===== src/rtl/ram_boot_loader_pkg.sv =====
// Shared types and constants for the RAM boot loader: FSM encoding, frame marker, RAM geometry.
// Pure declarations; no timing behaviour of its own.
package ram_boot_loader_pkg;

  localparam int       RAM_ADDR_W     = 14;
  localparam int       LEN_W          = 16;
  localparam logic [7:0] BOOT_SYNC_BYTE = 8'hA5;

  typedef enum logic [2:0] {
    ST_SYNC   = 3'd0,
    ST_LEN_LO = 3'd1,
    ST_LEN_HI = 3'd2,
    ST_DATA   = 3'd3,
    ST_WRITE  = 3'd4,
    ST_CSUM   = 3'd5,
    ST_DONE   = 3'd6,
    ST_ERR    = 3'd7
  } boot_state_t;

  // A frame may fill the RAM exactly but never exceed it.
  function automatic logic len_too_big(input logic [LEN_W-1:0] len, input int addr_w);
    logic [LEN_W:0] cap;
    cap = (LEN_W+1)'(1) << addr_w;
    return {1'b0, len} > cap;
  endfunction

endpackage


===== src/rtl/ram_boot_loader_bus_mux.sv =====
// RAM port owner select: loader while booting, CPU pass-through once the image is good.
// Latency: purely combinational. Backpressure: none, strobes pass straight through.
module boot_bus_mux
  import ram_boot_loader_pkg::*;
#(
  parameter int ADDR_W = RAM_ADDR_W
) (
  input  logic              sel_cpu,
  input  logic [ADDR_W-1:0] ld_addr,
  input  logic              ld_w,
  input  logic [7:0]        ld_wdata,
  input  logic              ld_wdata_oe,
  input  logic [ADDR_W-1:0] cpu_addr,
  input  logic              cpu_r,
  input  logic              cpu_w,
  input  logic [7:0]        cpu_wdata,
  input  logic              cpu_wdata_oe,
  output logic [ADDR_W-1:0] ram_addr,
  output logic              ram_r,
  output logic              ram_w,
  output logic [7:0]        ram_wdata,
  output logic              ram_wdata_oe
);

  // The loader never reads, so its read strobe is tied low.
  always_comb begin
    ram_addr     = sel_cpu ? cpu_addr     : ld_addr;
    ram_r        = sel_cpu & cpu_r;
    ram_w        = sel_cpu ? cpu_w        : ld_w;
    ram_wdata    = sel_cpu ? cpu_wdata    : ld_wdata;
    ram_wdata_oe = sel_cpu ? cpu_wdata_oe : ld_wdata_oe;
  end

endmodule


===== src/rtl/ram_boot_loader.sv =====
// Loads a framed boot image from a byte stream into RAM, then hands the RAM port to the CPU.
// Latency: RAM write one cycle after each payload byte; in_ready drops during that write cycle.
module ram_boot_loader
  import ram_boot_loader_pkg::*;
#(
  parameter int                ADDR_W    = RAM_ADDR_W,
  parameter logic [ADDR_W-1:0] BASE_ADDR = '0,
  parameter logic [7:0]        SYNC_BYTE = BOOT_SYNC_BYTE
) (
  input  logic              clk,
  input  logic              rst,
  input  logic [7:0]        in_data,
  input  logic              in_valid,
  output logic              in_ready,
  input  logic [ADDR_W-1:0] cpu_addr,
  input  logic              cpu_r,
  input  logic              cpu_w,
  input  logic [7:0]        cpu_wdata,
  input  logic              cpu_wdata_oe,
  output logic [ADDR_W-1:0] ram_addr,
  output logic              ram_r,
  output logic              ram_w,
  output logic [7:0]        ram_wdata,
  output logic              ram_wdata_oe,
  output logic              cpu_hold,
  output logic              boot_done,
  output logic              boot_err
);

  boot_state_t       state, state_nxt;
  logic [ADDR_W-1:0] addr;
  logic [LEN_W-1:0]  count;
  logic [LEN_W-1:0]  len;
  logic [7:0]        sum;
  logic [7:0]        wbuf;
  logic              accept_state;
  logic [LEN_W-1:0]  len_full;
  logic [LEN_W-1:0]  count_inc;
  logic              ld_write;

  assign len_full  = {in_data, len[7:0]};
  assign count_inc = count + LEN_W'(1);
  assign ld_write  = (state == ST_WRITE);

  always_ff @(posedge clk or posedge rst) begin
    if (rst) state <= ST_SYNC;
    else     state <= state_nxt;
  end

  always_comb begin
    state_nxt    = state;
    accept_state = 1'b0;
    case (state)
      ST_SYNC: begin
        accept_state = 1'b1;
        if (in_valid && in_data == SYNC_BYTE) state_nxt = ST_LEN_LO;
      end
      ST_LEN_LO: begin
        accept_state = 1'b1;
        if (in_valid) state_nxt = ST_LEN_HI;
      end
      ST_LEN_HI: begin
        accept_state = 1'b1;
        if (in_valid) begin
          if (len_too_big(len_full, ADDR_W)) state_nxt = ST_ERR;
          else if (len_full == '0)           state_nxt = ST_CSUM;
          else                               state_nxt = ST_DATA;
        end
      end
      ST_DATA: begin
        accept_state = 1'b1;
        if (in_valid) state_nxt = ST_WRITE;
      end
      ST_WRITE: state_nxt = (count_inc == len) ? ST_CSUM : ST_DATA;
      ST_CSUM: begin
        accept_state = 1'b1;
        if (in_valid) state_nxt = (in_data == sum) ? ST_DONE : ST_ERR;
      end
      ST_DONE: state_nxt = ST_DONE;
      ST_ERR:  state_nxt = ST_ERR;
      default: state_nxt = ST_SYNC;
    endcase
  end

  // Datapath registers only move on an accepted byte or in the write cycle.
  always_ff @(posedge clk or posedge rst) begin
    if (rst) begin
      addr  <= BASE_ADDR;
      count <= '0;
      len   <= '0;
      sum   <= '0;
      wbuf  <= '0;
    end else begin
      case (state)
        ST_LEN_LO: if (in_valid) len[7:0] <= in_data;
        ST_LEN_HI: if (in_valid) len <= len_full;
        ST_DATA: begin
          if (in_valid) begin
            wbuf <= in_data;
            sum  <= sum + in_data;
          end
        end
        ST_WRITE: begin
          addr  <= addr + ADDR_W'(1);
          count <= count_inc;
        end
        default: ;
      endcase
    end
  end

  // Gating with rst keeps in_ready low while reset is held, even though SYNC accepts.
  assign in_ready  = accept_state & ~rst;
  assign cpu_hold  = (state != ST_DONE);
  assign boot_done = (state == ST_DONE);
  assign boot_err  = (state == ST_ERR);

  boot_bus_mux #(.ADDR_W(ADDR_W)) u_bus_mux (
    .sel_cpu      (state == ST_DONE),
    .ld_addr      (addr),
    .ld_w         (ld_write),
    .ld_wdata     (wbuf),
    .ld_wdata_oe  (ld_write),
    .cpu_addr     (cpu_addr),
    .cpu_r        (cpu_r),
    .cpu_w        (cpu_w),
    .cpu_wdata    (cpu_wdata),
    .cpu_wdata_oe (cpu_wdata_oe),
    .ram_addr     (ram_addr),
    .ram_r        (ram_r),
    .ram_w        (ram_w),
    .ram_wdata    (ram_wdata),
    .ram_wdata_oe (ram_wdata_oe)
  );

endmodule

===== config.mk =====
export PLATFORM = sky130hd
export DESIGN_NAME = ram_boot_loader
export DESIGN_NICKNAME = d
export VERILOG_FILES = /design/src/rtl/ram_boot_loader_pkg.sv /design/src/rtl/ram_boot_loader_bus_mux.sv /design/src/rtl/ram_boot_loader.sv
export SDC_FILE = /design/constraint.sdc
export NUM_CORES = 1
export LEC_CHECK = 0
export BUFFER_PORTS_ARGS = -buffer_cell sky130_fd_sc_hd__buf_2
export CAP_MARGIN = 20
export CORE_MARGIN = 4
export CORE_UTILIZATION = 57
export DETAILED_ROUTE_END_ITERATION = 12
export GPL_ROUTABILITY_DRIVEN = 0
export PLACE_DENSITY = 0.77
export SYNTH_ARGS = -nofsm -noshare
export SYNTH_HDL_FRONTEND = slang
export SYNTH_HIERARCHICAL = 1
export SYNTH_SLANG_ARGS = --single-unit
export TNS_END_PERCENT = 10

===== constraint.sdc =====
create_clock -name clk -period 3.4 [get_ports clk]
set_clock_uncertainty 0.15 [all_clocks]
set_input_delay 1.02 -clock clk [delete_from_list [all_inputs] [get_ports clk]]
set_output_delay 1.02 -clock clk [all_outputs]
set_load 0.005 [all_outputs]

==> flow_metrics.env <==
export IMPL_overflow=0
export IMPL_critical_path_top_delay_family="buffers and inverters"
export IMPL_wl_per_cell_um=16.0
export IMPL_holdWs_ns=0.327
export IMPL_swShare_pct=33.5
export IMPL_clkPwrFrac_pct=23.7
export IMPL_rsz0062_at_grt="false"
export IMPL_power_internal_mw=1.70
export IMPL_clk_pin_slew_ns=0.08
export IMPL_grt_max_degree=34
export IMPL_hp_start="addr[13]"
export IMPL_fin_nets=481
export IMPL_ys_seq_elements=65
export IMPL_grt_pass1_wl_um=14700
export IMPL_grt_pass1_vias=3060
export IMPL_ios=65
export IMPL_fin_cells=536
export IMPL_port_buffers=64
export IMPL_seq_power_share_pct=46.1
export IMPL_worstMarginPinSlew_ns=0.729
export IMPL_drt_total_wl_um=8590
export IMPL_drive_gt1_share_pct=34.3
export IMPL_clock_sinks=65
export IMPL_start_kind="flip-flop"
export IMPL_antenna_cells=0
export IMPL_first_pass_iters=4
export IMPL_worst_setup_path_end_kind="output pin"
export IMPL_hold_violations=0
export IMPL_ff2ff_setup_slack_ns=0.99
export IMPL_fill_cells=571
export IMPL_slew_viol_final=0
export IMPL_clock_latency_ns=0.34
export IMPL_power_density_nw_per_um2=556
export IMPL_cts_max_level=3
export IMPL_p_switching_mw=0.856
export IMPL_post_route_min_period_ns=3.24
export IMPL_rows=30
export IMPL_power_frac_comb_pct=30.2
export IMPL_r2r_cells=7
export IMPL_hpwlAfterDp_um=6370
export IMPL_cts_root_buffer="clkbuf_8"
export IMPL_dpl_cell_area_um2=4420
export IMPL_postCtsSetupBuffers=0
export IMPL_rr_startpoint="count[0]"
export IMPL_dieHeight_um=92.1
export IMPL_synthTopCellsByArea="dfrtp_1, mux2_2, xnor2_1"
export IMPL_yosys_warnings=6
export IMPL_fmax_mhz=309
export IMPL_worstPathRequired_ns=2.23
export IMPL_min_to="addr[13]"
export IMPL_cts_inserted_buffers=9
export IMPL_drt_iter0_markers=150
export IMPL_synth_edf_count=0
export IMPL_maxCapViolCount=0
export IMPL_cts_hold_buf=0
export IMPL_cts_tree="built"
export IMPL_criticalPathCategory="reg -> out"
export IMPL_ys_seq_area_share_pct=40.3
export IMPL_synthArstFlopShare_pct=100
export IMPL_clockBufferDepth=2
export IMPL_hp_class="reg -> reg"
export IMPL_num_vias=3005
export IMPL_drc=0
export IMPL_hold_depth=1
export IMPL_via_per_inst=5.61
export IMPL_antenna_found_initial=0
export IMPL_seq_area_um2=1630
export IMPL_max_stage_delay_ns=0.54
export IMPL_cts_repair_resized=0
export IMPL_core_area_um2=6830
export IMPL_synth_nets=417
export IMPL_placed_cells=520
export IMPL_setup_violations_final=0
export IMPL_area_growth_pct=14.2
export IMPL_ant_nets=0
export IMPL_arrival_ns=2.07
export IMPL_syn_area_um2=4030
export IMPL_die_area_um2=8480
export IMPL_timing_setup_tns_ns=0
export IMPL_slowest_stage="dfrtp_1"
export IMPL_design_area_um2=4600
export IMPL_cp_max_fo=26
export IMPL_yosysTopAreaCellShare_pct=40.3
export IMPL_synth_most_common_cell="dfrtp_1"
export IMPL_slew_headroom_pct=51.3
export IMPL_peakVddDrop_mv=0.442
export IMPL_p_leak_nw=2.12
export IMPL_path_buf_inv=4
export IMPL_synth_top_cells_by_count="dfrtp_1, xnor2_1, mux2_2, nand2_1, mux2_4"
export IMPL_synth_main_ff_cell="dfrtp_1"
export IMPL_postSynthCellCount=371
export IMPL_period_share_pct=95.2
export IMPL_yosys_area_top_type="dfrtp_1"
export IMPL_avgSynthCellArea_um2=10.9
export IMPL_grt_usage_pct=21.7
export IMPL_status="finished, final reports clean"
export IMPL_synth_cell_types=57
export IMPL_cp_common_cell="inv_1"
export IMPL_die_w_um=92.1
export IMPL_cp_cell_sequence="inv_1 -> nor2_1 -> nand2_1 -> inv_1 -> buf_12 -> mux2_2 -> buf_2"
export IMPL_start_util_pct=59.0
export IMPL_timing_rr_end="state[2]"
export IMPL_multi_input_area_um2=2250
==> worst register-to-register path, cell delays in order, from the launching register on <==
cell and delay, ns:
dfrtp_1 0.50, ha_1 0.33, nand2_1 0.21, a311o_2 0.40
mux2_2 0.26, nor2_1 0.15, a311oi_1 0.14, nor3_2 0.20
==> cells by family (layout without fill, tap and decap cells) <==
group,after synthesis,in the layout,share of synthesized area (%)
buffers and inverters,26,95,3.76
xor gates and xnor gates,52,52,11.3
adders and majority gates,10,10,3.29
and+or+nand+nor,121,121,17.4
DFF,65,65,40.3
AOI/OAI and AO/OA,46,46,7.88
muxes,51,51,16.0
==> power groups by stage <==
stage	clock network (mW)	registers [mW]	logic, mW
after floorplan	0	1.12	0.623
after global placement	0	1.19	0.739
after CTS	0.621	1.18	0.774
after detailed placement	0	1.19	0.770
after global routing	0.662	1.21	0.877
final	0.606	1.18	0.774
==> state kept, by name, indices dropped and copies added (netlist names) <==
register	cells
len	16
wbuf	8
sum	8
count	16
state	3
addr	14
==> routing by layer <==
| layer | GRT usage (%) | share of wire, % | up-vias |
|---|---|---|---|
| met1 | 28.8 | 45 | 1449 |
| li1 | - | - | 1454 |
| met5 | 0 | 0 | - |
| met4 | 9.28 | 2.3 | 0 |
| met3 | 4.68 | 4.7 | 18 |
| met2 | 34.5 | 48 | 84 |
==> layout by cell type (no fill, tap or decap), types with 3 or more instances in the layout <==
| cell | count |
|---|---|
| mux2_4 | 19 |
| nand2_1 | 31 |
| nor3_2 | 4 |
| nand3_1 | 11 |
| o2bb2ai_1 | 3 |
| clkinv_2 | 3 |
| a21oi_1 | 8 |
| nand4_1 | 10 |
| nor2_1 | 18 |
| dfrtp_1 | 65 |
| inv_1 | 9 |
| and2_1 | 4 |
| xor2_1 | 16 |
| o21bai_1 | 3 |
| a211oi_1 | 3 |
| nor3_1 | 9 |
| mux2_2 | 32 |
| buf_4 | 3 |
| xnor2_1 | 36 |
| ha_1 | 9 |
| nor4_1 | 10 |
| clkbuf_8 | 11 |
| o21ai_0 | 10 |
| and3_1 | 5 |
| buf_2 | 64 |
==> stage by stage <==
step	utilization, %	total power [mW]	setup WS, ns
after floorplan	-	1.75	0.604
after global placement	64.7	1.93	0.465
after detailed placement	64.7	1.96	0.357
after CTS	67.4	2.57	0.166
after global routing	67.4	2.75	0.0123
final	67.4	2.56	0.162
==> how the worst max path moves through the flow <==
stage	start	endpoint	slack, ns	cells after the start
3_3_place_gp	in_data[0]	sum[6]	0.47	10
2_1_floorplan	rst	addr[0]	0.60	1
5_1_grt	state[2]	ram_wdata[5]	0.01	7
4_1_cts	state[2]	ram_wdata_oe	0.17	7
6_report	state[2]	ram_wdata_oe	0.16	7
3_5_place_dp	in_data[0]	sum[6]	0.36	10
==> area by class of cell <==
class                           instances  share of cell area (%)
Multi-Input combinational cell        280                    49.0
Tap cell                               96                    2.61
Clock buffer                           11                    3.29
Clock inverter                          5                   0.653
Sequential cell                        65                    35.3
Timing Repair Buffer                   69                    8.32
Inverter                               10                   0.816
Note: power is estimated with default switching activity, not from simulation.
